===== config.mk =====
export PLATFORM = sky130hd
export DESIGN_NAME = ci_initiator_flat
export DESIGN_NICKNAME = d
export VERILOG_FILES = /design/src/rtl/ci_initiator_pkg.sv /design/src/rtl/ci_initiator_if.sv /design/src/rtl/ci_cmd_fifo.sv /design/src/rtl/ci_initiator.sv /design/src/flat_wrapper.sv
export SDC_FILE = /design/constraint.sdc
export NUM_CORES = 1
export LEC_CHECK = 0
export BUFFER_PORTS_ARGS = -buffer_cell sky130_fd_sc_hd__buf_2
export CORE_ASPECT_RATIO = 0.7
export CORE_MARGIN = 3
export CORE_UTILIZATION = 61
export DETAILED_ROUTE_END_ITERATION = 10
export GPL_ROUTABILITY_DRIVEN = 1
export GPL_TIMING_DRIVEN = 1
export PLACE_DENSITY = 0.95
export SLEW_MARGIN = 30
export SYNTH_ARGS = -nofsm -noshare
export SYNTH_HDL_FRONTEND = slang
export SYNTH_HIERARCHICAL = 1
export SYNTH_SLANG_ARGS = --single-unit

===== constraint.sdc =====
create_clock -name clock -period 7.2 [get_ports clock]
set_input_delay 1.08 -clock clock [delete_from_list [all_inputs] [get_ports clock]]
set_output_delay 1.08 -clock clock [all_outputs]
set_load 0.02 [all_outputs]

===== src/rtl/ci_initiator_pkg.sv =====
// ci_initiator shared types: FSM states, widths, packed command.
// Imported by the interface, the command FIFO and the top.
package ci_initiator_pkg;

  localparam int CI_ID_W = 8;
  localparam int DATA_W  = 32;
  localparam int CNT_W   = 16;

  typedef enum logic [1:0] {
    S_IDLE,
    S_ISSUE,
    S_WAIT,
    S_RESPOND
  } state_e;

  typedef struct packed {
    logic [CI_ID_W-1:0] ci_n;
    logic [DATA_W-1:0]  value_a;
    logic [DATA_W-1:0]  value_b;
  } ci_cmd_t;

  function automatic logic [CNT_W-1:0] sat_inc(
    input logic [CNT_W-1:0] v
  );
    return (&v) ? v : v + CNT_W'(1);
  endfunction

endpackage


===== src/rtl/ci_initiator_if.sv =====
// ci_initiator bus bundle: command push, CI bus, response port.
// master = initiator view, slave = producer/responder/consumer view.
interface ci_initiator_if;
  import ci_initiator_pkg::*;

  logic               cmdValid;
  logic               cmdReady;
  logic [CI_ID_W-1:0] cmdCiN;
  logic [DATA_W-1:0]  cmdValueA;
  logic [DATA_W-1:0]  cmdValueB;

  logic               ciStart;
  logic [CI_ID_W-1:0] ciN;
  logic [DATA_W-1:0]  ciValueA;
  logic [DATA_W-1:0]  ciValueB;
  logic               ciDone;
  logic [DATA_W-1:0]  ciResult;

  logic               rspValid;
  logic               rspReady;
  logic [DATA_W-1:0]  rspResult;
  logic [CI_ID_W-1:0] rspCiN;
  logic               rspTimeout;

  logic               busy;

  modport master (
    input  cmdValid, cmdCiN, cmdValueA, cmdValueB,
    input  ciDone, ciResult, rspReady,
    output cmdReady, ciStart, ciN, ciValueA, ciValueB,
    output rspValid, rspResult, rspCiN, rspTimeout, busy
  );

  modport slave (
    output cmdValid, cmdCiN, cmdValueA, cmdValueB,
    output ciDone, ciResult, rspReady,
    input  cmdReady, ciStart, ciN, ciValueA, ciValueB,
    input  rspValid, rspResult, rspCiN, rspTimeout, busy
  );

endinterface


===== src/rtl/ci_cmd_fifo.sv =====
// Synchronous FIFO of packed CI commands, full/empty flags.
// Pointers carry one wrap bit; storage has no reset.
module ci_cmd_fifo
  import ci_initiator_pkg::*;
#(
  parameter int DEPTH = 4
) (
  input  logic    clk,
  input  logic    rst_n,
  input  logic    push,
  input  ci_cmd_t wdata,
  input  logic    pop,
  output ci_cmd_t rdata,
  output logic    full,
  output logic    empty
);

  localparam int AW = $clog2(DEPTH);
  localparam logic [AW:0] PTR_ONE = (AW+1)'(1);

  ci_cmd_t     mem [DEPTH];
  logic [AW:0] wptr;
  logic [AW:0] rptr;
  logic        do_push;
  logic        do_pop;

  assign do_push = push & ~full;
  assign do_pop  = pop & ~empty;
  assign empty   = (wptr == rptr);
  assign full    = (wptr[AW] != rptr[AW]) &&
                   (wptr[AW-1:0] == rptr[AW-1:0]);
  assign rdata   = mem[rptr[AW-1:0]];

  // storage write on accepted push
  always_ff @(posedge clk) begin
    if (do_push) mem[wptr[AW-1:0]] <= wdata;
  end

  // pointer advance; simultaneous push/pop keeps the count
  always_ff @(posedge clk or negedge rst_n) begin
    if (!rst_n) begin
      wptr <= '0;
      rptr <= '0;
    end else begin
      if (do_push) wptr <= wptr + PTR_ONE;
      if (do_pop)  rptr <= rptr + PTR_ONE;
    end
  end

endmodule


===== src/rtl/ci_initiator.sv =====
// CI protocol initiator: queued commands -> start pulse -> response.
// Optional counters: define CI_INITIATOR_STATS_EN.
module ci_initiator
  import ci_initiator_pkg::*;
#(
  parameter int CMD_DEPTH      = 4,
  parameter int TIMEOUT_CYCLES = 255
) (
  input  logic             clock,
  input  logic             nReset,
  ci_initiator_if.master   bus
`ifdef CI_INITIATOR_STATS_EN
  ,
  output logic [CNT_W-1:0] statIssued,
  output logic [CNT_W-1:0] statTimeouts,
  output logic [CNT_W-1:0] statSpurious
`endif
);

  localparam bit TO_EN = (TIMEOUT_CYCLES != 0);
  localparam logic [CNT_W-1:0] TO_LAST =
    CNT_W'(TIMEOUT_CYCLES - 1);

  state_e           state;
  logic [CNT_W-1:0] cnt;
  ci_cmd_t          cmd_in;
  ci_cmd_t          head;
  logic             full;
  logic             empty;
  logic             push;
  logic             issue_go;
  logic             to_hit;

  assign cmd_in   = {bus.cmdCiN, bus.cmdValueA, bus.cmdValueB};
  assign bus.cmdReady = nReset & ~full;
  assign push     = bus.cmdValid & bus.cmdReady;
  assign issue_go = (state == S_IDLE) & ~empty;
  assign to_hit   = TO_EN && (state == S_WAIT) &&
                    !bus.ciDone && (cnt == TO_LAST);
  assign bus.busy = (state != S_IDLE) | ~empty;

  ci_cmd_fifo #(
    .DEPTH (CMD_DEPTH)
  ) u_fifo (
    .clk   (clock),
    .rst_n (nReset),
    .push  (push),
    .wdata (cmd_in),
    .pop   (issue_go),
    .rdata (head),
    .full  (full),
    .empty (empty)
  );

  // issue/wait/respond sequencing with registered bus outputs
  always_ff @(posedge clock or negedge nReset) begin
    if (!nReset) begin
      state          <= S_IDLE;
      cnt            <= '0;
      bus.ciStart    <= 1'b0;
      bus.ciN        <= '0;
      bus.ciValueA   <= '0;
      bus.ciValueB   <= '0;
      bus.rspValid   <= 1'b0;
      bus.rspResult  <= '0;
      bus.rspCiN     <= '0;
      bus.rspTimeout <= 1'b0;
    end else begin
      unique case (state)
        S_IDLE: begin
          if (issue_go) begin
            bus.ciN      <= head.ci_n;
            bus.ciValueA <= head.value_a;
            bus.ciValueB <= head.value_b;
            bus.ciStart  <= 1'b1;
            cnt          <= '0;
            state        <= S_ISSUE;
          end
        end
        S_ISSUE, S_WAIT: begin
          bus.ciStart <= 1'b0;
          if (bus.ciDone || to_hit) begin
            bus.rspValid   <= 1'b1;
            bus.rspResult  <= bus.ciDone ? bus.ciResult : '0;
            bus.rspTimeout <= ~bus.ciDone;
            bus.rspCiN     <= bus.ciN;
            bus.ciN        <= '0;
            bus.ciValueA   <= '0;
            bus.ciValueB   <= '0;
            state          <= S_RESPOND;
          end else begin
            if (state == S_WAIT && !(&cnt)) cnt <= cnt + CNT_W'(1);
            state <= S_WAIT;
          end
        end
        S_RESPOND: begin
          if (bus.rspReady) begin
            bus.rspValid   <= 1'b0;
            bus.rspResult  <= '0;
            bus.rspCiN     <= '0;
            bus.rspTimeout <= 1'b0;
            state          <= S_IDLE;
          end
        end
      endcase
    end
  end

`ifdef CI_INITIATOR_STATS_EN
  logic spurious;

  assign spurious = bus.ciDone &&
                    (state == S_IDLE || state == S_RESPOND);

  // saturating event counters
  always_ff @(posedge clock or negedge nReset) begin
    if (!nReset) begin
      statIssued   <= '0;
      statTimeouts <= '0;
      statSpurious <= '0;
    end else begin
      if (issue_go) statIssued   <= sat_inc(statIssued);
      if (to_hit)   statTimeouts <= sat_inc(statTimeouts);
      if (spurious) statSpurious <= sat_inc(statSpurious);
    end
  end
`endif

endmodule


===== src/flat_wrapper.sv =====
// flat-port wrapper written by rule: the top's interface ports become plain ports
module ci_initiator_flat import ci_initiator_pkg::*;
#(
  parameter int CMD_DEPTH      = 4,
  parameter int TIMEOUT_CYCLES = 255
)
  (clock, nReset, bus_cmdValid, bus_cmdCiN, bus_cmdValueA, bus_cmdValueB, bus_ciDone, bus_ciResult, bus_rspReady, bus_cmdReady, bus_ciStart, bus_ciN, bus_ciValueA, bus_ciValueB, bus_rspValid, bus_rspResult, bus_rspCiN, bus_rspTimeout, bus_busy);
  ci_initiator_if bus_i ();
  input  logic clock;
  input  logic nReset;
  input wire logic [$bits(bus_i.cmdValid)-1:0] bus_cmdValid;
  input wire logic [$bits(bus_i.cmdCiN)-1:0] bus_cmdCiN;
  input wire logic [$bits(bus_i.cmdValueA)-1:0] bus_cmdValueA;
  input wire logic [$bits(bus_i.cmdValueB)-1:0] bus_cmdValueB;
  input wire logic [$bits(bus_i.ciDone)-1:0] bus_ciDone;
  input wire logic [$bits(bus_i.ciResult)-1:0] bus_ciResult;
  input wire logic [$bits(bus_i.rspReady)-1:0] bus_rspReady;
  output wire logic [$bits(bus_i.cmdReady)-1:0] bus_cmdReady;
  output wire logic [$bits(bus_i.ciStart)-1:0] bus_ciStart;
  output wire logic [$bits(bus_i.ciN)-1:0] bus_ciN;
  output wire logic [$bits(bus_i.ciValueA)-1:0] bus_ciValueA;
  output wire logic [$bits(bus_i.ciValueB)-1:0] bus_ciValueB;
  output wire logic [$bits(bus_i.rspValid)-1:0] bus_rspValid;
  output wire logic [$bits(bus_i.rspResult)-1:0] bus_rspResult;
  output wire logic [$bits(bus_i.rspCiN)-1:0] bus_rspCiN;
  output wire logic [$bits(bus_i.rspTimeout)-1:0] bus_rspTimeout;
  output wire logic [$bits(bus_i.busy)-1:0] bus_busy;
  assign bus_i.cmdValid = bus_cmdValid;
  assign bus_i.cmdCiN = bus_cmdCiN;
  assign bus_i.cmdValueA = bus_cmdValueA;
  assign bus_i.cmdValueB = bus_cmdValueB;
  assign bus_i.ciDone = bus_ciDone;
  assign bus_i.ciResult = bus_ciResult;
  assign bus_i.rspReady = bus_rspReady;
  assign bus_cmdReady = bus_i.cmdReady;
  assign bus_ciStart = bus_i.ciStart;
  assign bus_ciN = bus_i.ciN;
  assign bus_ciValueA = bus_i.ciValueA;
  assign bus_ciValueB = bus_i.ciValueB;
  assign bus_rspValid = bus_i.rspValid;
  assign bus_rspResult = bus_i.rspResult;
  assign bus_rspCiN = bus_i.rspCiN;
  assign bus_rspTimeout = bus_i.rspTimeout;
  assign bus_busy = bus_i.busy;
  ci_initiator #(.CMD_DEPTH(CMD_DEPTH), .TIMEOUT_CYCLES(TIMEOUT_CYCLES)) u_core (.clock(clock), .nReset(nReset), .bus(bus_i));
endmodule

==> results.sh <==
export IMPL_hold_viol=0
export IMPL_grt_pass1_wl_um=55400
export IMPL_yosysWarningCount=6
export IMPL_rsz0062_at_grt="no"
export IMPL_drive_gt1_share_pct=34.6
export IMPL_final_setup_tns_ns=0
export IMPL_cp_required_ns=6.12
export IMPL_synth_edf_count=288
export IMPL_holdWs_ns=0.500
export IMPL_cts_path_max_buffers=3
export IMPL_syn_inst=855
export IMPL_synth_area_um2=16300
export IMPL_grt_pass1_vias=9468
export IMPL_hold_buffers=0
export IMPL_port_buffer_count=225
export IMPL_hp_class="reg2reg"
export IMPL_cts_resized=0
export IMPL_crit_family="buffers and inverters"
export IMPL_wl_per_cell_um=24.6
export IMPL_clock_skew_ns=0.0218
export IMPL_slowest_stage="buf_6"
export IMPL_p_leak_uw=0.00747
export IMPL_path_clk_slew_ns=0.06
export IMPL_drv_slew=0
export IMPL_nets=1204
export IMPL_post_route_drc_count=0
export IMPL_cts_setup_buffers=0
export IMPL_drtIter0Drc=816
export IMPL_cp_startpoint="u_core/u_fifo/rptr[1]$_DFFE_PN0P_"
export IMPL_relSlewSlack_pct=37.8
export IMPL_fill_cells=1499
export IMPL_overflow=0
export IMPL_worstReg2RegStart="u_core/u_fifo/rptr[0]$_DFFE_PN0P_"
export IMPL_syn_area_per_cell_um2=19.1
export IMPL_path_class="reg2out"
export IMPL_cp_slowest_stage_delay_ns=0.63
export IMPL_dp_hpwl_um=21500
export IMPL_viasPerCell=6.28
export IMPL_cts_tree="built"
export IMPL_clock_sinks=427
export IMPL_clock_latency_ns=0.55
export IMPL_cp_start_kind="flip-flop"
export IMPL_status="finished clean"
export IMPL_worstPathArrival_ns=2.66
export IMPL_drtAntennaViolNets=0
export IMPL_io_pins=226
export IMPL_synth_fp_nets=975
export IMPL_ys_async_sr_fraction_pct=32.6
export IMPL_synthToLayoutAreaGrowth_pct=17.2
export IMPL_ir_worst_vdd_v=0.000345
export IMPL_die_area_um2=28700
export IMPL_worstPathCellList="buf_6, xor2_1, nor3_1, nand2_2, buf_2"
export IMPL_gp_congestion=0.812
export IMPL_max_cap_violations=0
export IMPL_min_period_over_period_pct=52.0
export IMPL_grt_usage_pct=25.3
export IMPL_ys_seq_area_share_pct=74.4
export IMPL_synth_distinct_cells=53
export IMPL_powerDensity_nw_per_um2=416
export IMPL_worstMarginPinSlew_ns=0.933
export IMPL_core_rowCount=49
export IMPL_synth_seq_cells=427
export IMPL_dr_pass1_iters=5
export IMPL_path_max_fanout=77
export IMPL_core_um2=26000
export IMPL_vias=9297
export IMPL_numCtsBuffers=39
export IMPL_htree_levels=2
export IMPL_hp_start="u_core/bus.ciValueA[6]$_DFFE_PN0P_"
export IMPL_setup_violations=0
export IMPL_initial_core_util_pct=62.7
export IMPL_endpoint_kind="primary output"
export IMPL_root_buffer="clkbuf_16"
export IMPL_worst_path_buf_inv=2
export IMPL_wirelength_um=36400
export IMPL_grt_start_max_net_pins=81
export IMPL_grt_antenna_before_repair=14
export IMPL_die_y_um=143
export IMPL_period_minus_slack_ns=3.74
export IMPL_clock_fmax_ghz=0.267
export IMPL_synth_ff_type="edfxtp_1"
export IMPL_die_w_um=201
cells in the mapped netlist, drive strengths merged, types with 2 or more instances:
| cell | n | area (µm²) |
|---|---|---|
| nor2b | 2 | 12.5 |
| o221ai | 5 | 43.8 |
| a21boi | 2 | 15.0 |
| nor3 | 5 | 25.0 |
| xor2 | 4 | 61.3 |
| nand3 | 19 | 95.1 |
| and3 | 9 | 56.3 |
| o41ai | 5 | 43.8 |
| nand3b | 3 | 22.5 |
| mux4 | 72 | 1620 |
| o31ai | 6 | 45.0 |
| a211oi | 2 | 15.0 |
| nand2 | 37 | 141 |
| nand2b | 3 | 18.8 |
| nor4 | 2 | 27.5 |
| and2 | 6 | 37.5 |
| ha | 11 | 138 |
| or4 | 4 | 30.0 |
| clkbuf | 15 | 56.3 |
| a22o | 104 | 911 |
| inv | 10 | 37.5 |
| dfrtp | 139 | 3480 |
| a22oi | 12 | 90.1 |
| xnor2 | 5 | 43.8 |
| nor2 | 5 | 26.3 |
| o21ai | 13 | 65.1 |
| nand4 | 8 | 50.1 |
| a21oi | 11 | 55.1 |
| o211ai | 2 | 20.0 |
| buf | 34 | 215 |
| edfxtp | 288 | 8650 |
final timing paths:
path | end | slack [ns] | cells after the start
min in group asynchronous | u_core/bus.ciValueA[8]$_DFFE_PN0P_ | 0.53 | 1
max reg2reg | u_core/u_fifo/mem[0][3]$_DFFE_PP_ | 3.67 | 7
min | u_core/bus.ciValueA[6]$_DFFE_PN0P_ | 0.50 | 1
max | bus_busy | 3.46 | 5
max in group asynchronous | u_core/bus.rspResult[10]$_DFFE_PN0P_ | 5.48 | 2
min reg2reg | u_core/bus.ciValueA[6]$_DFFE_PN0P_ | 0.50 | 1
cell families after synthesis:
logic type,synth area share [%]
muxes,10.0
buffers and inverters,1.90
AOI/OAI and AO/OA,8.40
xor gates and xnor gates,0.645
adders and majority gates,0.845
and+or+nand+nor,3.75
DFF,74.4
registers in the layout, indices dropped and copies added, names as in the netlist:
| register | cells |
|---|---|
| u_core/bus.ciN | 8 |
| u_core/bus.ciStart | 1 |
| u_core/bus.ciValueA | 32 |
| u_core/u_fifo/wptr | 3 |
| u_core/state | 2 |
| u_core/bus.rspTimeout | 1 |
| u_core/bus.rspValid | 1 |
| u_core/bus.rspCiN | 8 |
| u_core/u_fifo/mem | 288 |
| u_core/bus.rspResult | 32 |
| u_core/cnt | 16 |
| u_core/bus.ciValueB | 32 |
| u_core/u_fifo/rptr | 3 |
layout by cell type (no fill, tap or decap), drive strengths merged, types with 2 or more instances in the layout:
cell type and instances:
edfxtp 288, buf 237, dfrtp 139, a22o 104, mux4 72, clkbuf 51, nand2 37, nand3 19
o21ai 13, inv 13, clkinv 13, a22oi 12, a21oi 11, ha 11, and3 9, diode 8
nand4 8, o31ai 6, and2 6, o221ai 5, o41ai 5, xnor2 5, nor2 5, nor3 5
bufinv 4, or4 4, xor2 4, nand2b 3, nand3b 3, nor2b 2, a21boi 2, a211oi 2
nor4 2, o211ai 2
metal layers:
layer / global-route usage [%] / wire length (µm)
met5: 0 / 76
met4: 9.24 / 962
met3: 6.70 / 3550
met2: 39.7 / 17900
met1: 35.2 / 13800
area by class of cell:
cell class	instances	area [µm²]	share of cell area, %
clock buffers	51	1080	5.66
repair buffers	237	1250	6.57
flip-flops and latches	427	12100	63.6
multi-input cells	369	3890	20.4
clock inverters	21	225	1.18
diodes	8	20.0	0.105
inverters	10	37.5	0.197
well taps	357	447	2.34
where the power goes:
| part | switching, µW | total (µW) | internal, µW |
|---|---|---|---|
| sequential | 313 | 3400 | 3080 |
| combinational | 1490 | 2450 | 957 |
| clock | 890 | 2100 | 1210 |
| total | 2690 | 7950 | 5250 |
worst reg2reg max path, cell delays in order (launching register included):
cell,delay (ns)
dfrtp_4,0.89
xnor2_1,0.35
nand3_1,0.26
inv_1,0.06
nor2b_1,0.14
and2_1,0.28
and3_4,0.36
buf_4,0.74
per-stage QoR:
step / power (µW) / setup WS [ns] / cells / instance area, µm² / util, %
6_report: 7950 / 3.46 / 1480 / 19100 / 73.4
5_1_grt: 8280 / 3.25 / 1479 / 19100 / 73.4
4_1_cts: 7950 / 3.47 / 1471 / 19000 / 73.2
3_5_place_dp: 5820 / 3.52 / 1399 / 17700 / 68.2
3_3_place_gp: 5680 / 3.62 / 1399 / 17700 / 68.2
2_1_floorplan: 5150 / 3.29 / 855 / 16300 / -
Power figures use the tool's default switching activity.
